<file path="config.mk">
export PLATFORM = sky130hd
export DESIGN_NAME = csr_row_accumulator
export DESIGN_NICKNAME = d
export VERILOG_FILES = /design/src/rtl/csr_spmv_pkg.sv /design/src/rtl/rowacc_cs_adder.sv /design/src/rtl/csr_row_accumulator.sv
export SDC_FILE = /design/constraint.sdc
export NUM_CORES = 1
export LEC_CHECK = 0
export BUFFER_PORTS_ARGS = -buffer_cell sky130_fd_sc_hd__clkbuf_2
export CORE_AREA = 2 2 105 107
export CTS_CLUSTER_DIAMETER = 40
export DETAILED_ROUTE_END_ITERATION = 6
export DIE_AREA = 0 0 107 109
export PLACE_DENSITY = 0.68
export SETUP_SLACK_MARGIN = 0.1
export SLEW_MARGIN = 0
export SYNTH_ARGS = -nofsm -noshare
export SYNTH_HDL_FRONTEND = slang
export SYNTH_HIERARCHICAL = 1
export SYNTH_SLANG_ARGS = --single-unit
</file>
<file path="constraint.sdc">
create_clock -name clk -period 9.4 [get_ports clk]
set_clock_uncertainty 0.05 [all_clocks]
set_input_delay 0 -clock clk [delete_from_list [all_inputs] [get_ports clk]]
set_output_delay 0 -clock clk [all_outputs]
set_load 0.02 [all_outputs]
</file>
<file path="src/rtl/csr_spmv_pkg.sv">
// Shared types and defaults for the CSR SpMV row-accumulation datapath.
// Holds the row accumulator FSM state encoding and the signed-overflow helper.
package csr_spmv_pkg;

  localparam int DEF_DATA_W = 16;
  localparam int DEF_ACC_W  = 24;
  localparam int DEF_ROW_W  = 16;
  localparam int DEF_BLK_W  = 4;

  typedef enum logic {
    IDLE = 1'b0,
    ACC  = 1'b1
  } state_e;

  typedef logic signed [DEF_ACC_W-1:0] acc_t;
  typedef logic        [DEF_ROW_W-1:0] row_t;

  // Two's-complement add overflows when both operands share a sign the result lacks.
  function automatic logic signed_ovf(input logic a_msb, input logic b_msb, input logic s_msb);
    return (a_msb == b_msb) && (s_msb != a_msb);
  endfunction

endpackage

</file>
<file path="src/rtl/rowacc_cs_adder.sv">
// Combinational W-bit carry-select adder built from BLK_W-bit blocks, carry-in 0.
// Reports signed overflow of the W-bit two's-complement sum.
module rowacc_cs_adder
  import csr_spmv_pkg::*;
#(
  parameter int W     = DEF_ACC_W,
  parameter int BLK_W = DEF_BLK_W
) (
  input  logic [W-1:0] a,
  input  logic [W-1:0] b,
  output logic [W-1:0] sum,
  output logic         ovf
);

  localparam int NBLK = (W + BLK_W - 1) / BLK_W;
  localparam int PW   = NBLK * BLK_W;

  logic [PW-1:0]    a_p;
  logic [PW-1:0]    b_p;
  logic [PW-1:0]    s_p;
  logic [BLK_W:0]   blk0;
  logic [BLK_W:0]   blk1;
  logic             carry;

  assign a_p = PW'(a);
  assign b_p = PW'(b);

  // Each block precomputes both carry-in outcomes; the ripple only steers muxes.
  always_comb begin
    s_p   = '0;
    blk0  = '0;
    blk1  = '0;
    carry = 1'b0;
    for (int i = 0; i < NBLK; i++) begin
      blk0 = {1'b0, a_p[i*BLK_W +: BLK_W]} + {1'b0, b_p[i*BLK_W +: BLK_W]};
      blk1 = {1'b0, a_p[i*BLK_W +: BLK_W]} + {1'b0, b_p[i*BLK_W +: BLK_W]} + (BLK_W+1)'(1);
      s_p[i*BLK_W +: BLK_W] = carry ? blk1[BLK_W-1:0] : blk0[BLK_W-1:0];
      carry = carry ? blk1[BLK_W] : blk0[BLK_W];
    end
  end

  assign sum = s_p[W-1:0];
  assign ovf = signed_ovf(a[W-1], b[W-1], sum[W-1]);

endmodule

</file>
<file path="src/rtl/csr_row_accumulator.sv">
// Sums signed partial products per CSR row and emits one (sum, row, overflow) beat per row.
// Build option ROWACC_SAT_EN: clamp the accumulator on overflow instead of wrapping.
module csr_row_accumulator
  import csr_spmv_pkg::*;
#(
  parameter int DATA_W = DEF_DATA_W,
  parameter int ACC_W  = DEF_ACC_W,
  parameter int ROW_W  = DEF_ROW_W,
  parameter int BLK_W  = DEF_BLK_W
) (
  input  logic              clk,
  input  logic              rst_n,
  input  logic              in_valid,
  output logic              in_ready,
  input  logic [DATA_W-1:0] in_data,
  input  logic              in_last,
  input  logic              in_empty,
  output logic              out_valid,
  input  logic              out_ready,
  output logic [ACC_W-1:0]  out_sum,
  output logic [ROW_W-1:0]  out_row,
  output logic              out_ovf
);

  // Handshake: a beat moves on a side when valid & ready are both high at the rising
  // edge; valid never waits on ready, and payload is held stable while valid & !ready.

`ifdef ROWACC_SAT_EN
  localparam logic [ACC_W-1:0] ACC_MAX = {1'b0, {(ACC_W-1){1'b1}}};
  localparam logic [ACC_W-1:0] ACC_MIN = {1'b1, {(ACC_W-1){1'b0}}};
`endif

  state_e             state_q, state_d;
  logic [ACC_W-1:0]   acc_q, acc_d;
  logic               ovf_q, ovf_d;
  logic [ROW_W-1:0]   row_cnt_q, row_cnt_d;
  logic               out_valid_q, out_valid_d;
  logic [ACC_W-1:0]   out_sum_q, out_sum_d;
  logic [ROW_W-1:0]   out_row_q, out_row_d;
  logic               out_ovf_q, out_ovf_d;

  logic               first;
  logic               accept;
  logic [ACC_W-1:0]   acc_base;
  logic [ACC_W-1:0]   addend;
  logic [ACC_W-1:0]   add_sum;
  logic               add_ovf;
  logic [ACC_W-1:0]   acc_new;
  logic               row_ovf;

  assign in_ready = !out_valid_q || out_ready;
  assign accept   = in_valid && in_ready;
  assign first    = (state_q == IDLE);
  assign acc_base = first ? '0 : acc_q;
  assign addend   = ACC_W'($signed(in_data));

  rowacc_cs_adder #(
    .W     (ACC_W),
    .BLK_W (BLK_W)
  ) u_adder (
    .a   (acc_base),
    .b   (addend),
    .sum (add_sum),
    .ovf (add_ovf)
  );

  assign row_ovf = (!first && ovf_q) || add_ovf;

`ifdef ROWACC_SAT_EN
  // Once a row has saturated it stays pinned to the clamp value until it ends.
  always_comb begin
    acc_new = add_sum;
    if (!first && ovf_q) begin
      acc_new = acc_q;
    end else if (add_ovf) begin
      acc_new = addend[ACC_W-1] ? ACC_MIN : ACC_MAX;
    end
  end
`else
  assign acc_new = add_sum;
`endif

  always_comb begin
    state_d     = state_q;
    acc_d       = acc_q;
    ovf_d       = ovf_q;
    row_cnt_d   = row_cnt_q;
    out_valid_d = out_valid_q;
    out_sum_d   = out_sum_q;
    out_row_d   = out_row_q;
    out_ovf_d   = out_ovf_q;

    if (out_valid_q && out_ready) begin
      out_valid_d = 1'b0;
    end

    if (accept) begin
      if (in_last || in_empty) begin
        // An empty row reports zero and no overflow regardless of the adder result.
        out_valid_d = 1'b1;
        out_sum_d   = in_empty ? '0 : acc_new;
        out_ovf_d   = !in_empty && row_ovf;
        out_row_d   = row_cnt_q;
        row_cnt_d   = row_cnt_q + ROW_W'(1);
        state_d     = IDLE;
        acc_d       = '0;
        ovf_d       = 1'b0;
      end else begin
        acc_d   = acc_new;
        ovf_d   = row_ovf;
        state_d = ACC;
      end
    end
  end

  always_ff @(posedge clk or negedge rst_n) begin
    if (!rst_n) begin
      state_q     <= IDLE;
      acc_q       <= '0;
      ovf_q       <= 1'b0;
      row_cnt_q   <= '0;
      out_valid_q <= 1'b0;
      out_sum_q   <= '0;
      out_row_q   <= '0;
      out_ovf_q   <= 1'b0;
    end else begin
      state_q     <= state_d;
      acc_q       <= acc_d;
      ovf_q       <= ovf_d;
      row_cnt_q   <= row_cnt_d;
      out_valid_q <= out_valid_d;
      out_sum_q   <= out_sum_d;
      out_row_q   <= out_row_d;
      out_ovf_q   <= out_ovf_d;
    end
  end

  assign out_valid = out_valid_q;
  assign out_sum   = out_sum_q;
  assign out_row   = out_row_q;
  assign out_ovf   = out_ovf_q;

endmodule

</file>
==> flow_summary_export.csv <==
group,metric,value,unit
status,run_status,"finished clean",
global_routing,globalRouteOverflowTotal,0,
yosys,synth.most_common_cell,"dfrtp_1",
sta,maxSlewHeadroom,0.297,
global_routing,grt_usage,0.175,
yosys,ys_ff_latch,84,
global_routing,antenna_found_initial,0,
setup_path,regToRegSetupSlack,4.72,ns
yosys,syn_area_per_cell,10.9,sq um
setup_path,cp-start-kind,"flip-flop",
power_and_ir_drop,netSwitchingFraction,0.342,
setup_path,arrival,4.92,ns
sta,setup_viol,0,
layout,regArea,0.00210,sq mm
power_and_ir_drop,seq_power_share,0.467,
power_and_ir_drop,switchingPower,0.341,mW
yosys,yosys.area.top_type,"dfrtp_1",
floorplanning,fp.dieArea,0.0117,sq mm
yosys,yosys_warnings,6,
place,dp_hpwl,6.32,mm
power_and_ir_drop,combPwrFrac,0.268,
floorplanning,start_util,0.441,
layout,final_layout_size_suffix_gt1_frac,0.228,
hold_path,whs_path_depth,5,
power_and_ir_drop,leakagePower,2.66,nW
yosys,yosys-top-cells-count,"84 x dfrtp_1, 39 x nand2_1, 29 x ha_1, 26 x and2_1",
sta,period_share,0.498,
setup_path,timing.rr.end,"ovf_q",
hold_path,min-delay-path-class,"in2reg",
yosys,async_reset_ff_frac,1.00,
detailed_routing,drt_pass1_iterations,4,
detailed_routing,routed_wl,9.18,mm
yosys,synthTopCellsByArea,"dfrtp_1 45%, ha_1 7.8%, mux2_2 5.3%",
yosys,synth_top_area_frac,0.450,
yosys,syn_area,0.00468,sq mm
layout,diodes,0,
yosys,synth_edf_count,0,
sta,tightest_slew,1.06,ns
yosys,synthFlopType,"dfrtp_1",
setup_path,required,9.63,ns
floorplanning,rows,38,
hold_path,holdPathEnd,"out_sum[3]",
setup_path,worst_setup_path_end_kind,"flip-flop",
detailed_routing,vias_per_cell,5.13,
clock_tree,path_clk_slew,0.09,ns
detailed_routing,remaining_drc_errors,0,
clock_tree,cts_root_buffer,"clkbuf_8",
yosys,synth_nets,486,
yosys,ys_seq_area_frac,0.450,
floorplanning,die_h,109,um
setup_path,reg2reg_depth,15,
global_routing,grt_max_degree,85,
layout,fin_cells,641,
power_and_ir_drop,powerDensity,185,mW/mm^2
detailed_routing,wire_per_inst,14.3,um
sta,grt_setup_unrepaired,"false",
clock_tree,ctsResizeCount,0,
power_and_ir_drop,internal_power,0.656,mW
power_and_ir_drop,ir_drop,0.0904,mV
yosys,syn_inst,429,
layout,area_growth,15.0,%
place,routabilityCongestion,0.818,
sta,hold_viol,0,
sta,slew_violations,0,
global_routing,grt_pass1_vias,3313,
layout,final_util,0.507,
sta,fmax,213,MHz
clock_tree,cts_tree,"built",
place,port-buffer-count,64,
floorplanning,die_w,107,um
setup_path,reg2reg_from,"state_q",
yosys,synth_cell_type_count,44,
clock_tree,cts_sinks,84,
layout,multi_input_area,0.00248,sq mm
layout,fillCellCount,964,
detailed_routing,via_count,3291,
place,place_inst,620,
clock_tree,cts_buffers,9,
setup_path,path_class,"reg2reg",
global_routing,grt_pass1_wl,15.8,mm
clock_tree,postCtsHoldBufs,5,
sta,final.setup.tns,0,ns
detailed_routing,first_iter_violations,152,
floorplanning,coreArea,0.0106,sq mm
clock_tree,clockBufferDepth,2,
power_and_ir_drop,power_frac_clock,0.265,
floorplanning,ioPinCount,65,
layout,nets,553,
clock_tree,post_cts_buffers,0,
clock_tree,clk_latency,0.38,ns
run,maxCapViolations,0,
clock_tree,cts_max_level,3,
detailed_routing,drtAntennaViolNets,0,
hold_path,hold_start,"in_data[3]",
sta,fin_crit,4.68,ns
setup_path,path_max_fanout,27,
## through the flow
stage	total power [mW]	setup slack (ns)	hold WS [ns]	area (sq um)
final	0.997	4.72	0.0615	5380
after global routing	1.06	4.34	0.0979	5380
after CTS	1.01	4.65	0.0574	5380
after detailed placement	0.740	4.67	0.212	5130
after global placement	0.731	4.90	0.195	5130
after floorplan	0.653	5.45	-0.346	4680
## power by group through the flow
stage,combinational [mW],clock [mW],sequential (mW)
2_1_floorplan,0.152,0,0.501
3_3_place_gp,0.261,0,0.470
3_5_place_dp,0.268,0,0.472
4_1_cts,0.271,0.272,0.465
5_1_grt,0.300,0.287,0.474
6_report,0.267,0.264,0.465
## cell families after synthesis
| kind of cell | synth area share |
|---|---|
| buf+inv | 0.0206 |
| fa+ha+maj | 0.103 |
| compound gates | 0.112 |
| simple gates | 0.165 |
| flops | 0.450 |
| mux | 0.0637 |
| xor+xnor | 0.0859 |
## registers in the layout (all words and copies together) (netlist names)
| register | count |
|---|---|
| out_valid | 1 |
| state_q | 1 |
| out_row | 16 |
| out_sum | 24 |
| ovf_q | 1 |
| out_ovf | 1 |
| row_cnt_q | 16 |
| acc_q | 24 |
## area by class of cell
| type | count | share of cell area |
|---|---|---|
| clock buffers | 10 | 0.0237 |
| clock inverters | 6 | 0.0135 |
| inverters | 7 | 0.00489 |
| multi-input cells | 322 | 0.461 |
| flip-flops and latches | 84 | 0.391 |
| well taps | 140 | 0.0326 |
| repair buffers | 72 | 0.0735 |
## layout by cell type (no fill, tap or decap), types with 9 or more instances in the layout
master    count
a21oi_1      11
a22o_1       24
and2_1       26
clkbuf_2     63
clkbuf_8      9
dfrtp_1      84
ha_1         29
mux2_2       22
nand2_1      39
nand2b_1     25
nor2_1        9
o21ai_0      25
xnor2_1      25
xor2_1       19
## critical path: stages (launching register included)
cell      delay [ns]
dfrtp_1         0.84
and2_1          0.23
ha_1            0.17
inv_1           0.06
fa_1            0.40
nand2b_1        0.17
a21oi_2         0.25
nor4b_4         0.31
mux2i_1         0.33
mux2i_1         0.36
mux2i_1         0.34
mux2i_1         0.25
xnor2_1         0.20
mux2i_1         0.28
a22oi_1         0.09
o31ai_1         0.25
## layer usage
metal,wire length (um),track usage
met3,403,0.0568
met5,0,0
met1,4310,0.224
met2,4310,0.280
met4,158,0.0622
## worst max path at each step
| stage | start | to | slack, ns | cells after the start |
|---|---|---|---|---|
| 2_1_floorplan | state_q | ovf_q | 5.45 | 15 |
| 3_3_place_gp | state_q | ovf_q | 4.90 | 15 |
| 3_5_place_dp | state_q | ovf_q | 4.67 | 15 |
| 4_1_cts | state_q | ovf_q | 4.65 | 15 |
| 5_1_grt | state_q | ovf_q | 4.34 | 15 |
| 6_report | state_q | ovf_q | 4.72 | 15 |
Power figures use the tool's default switching activity.
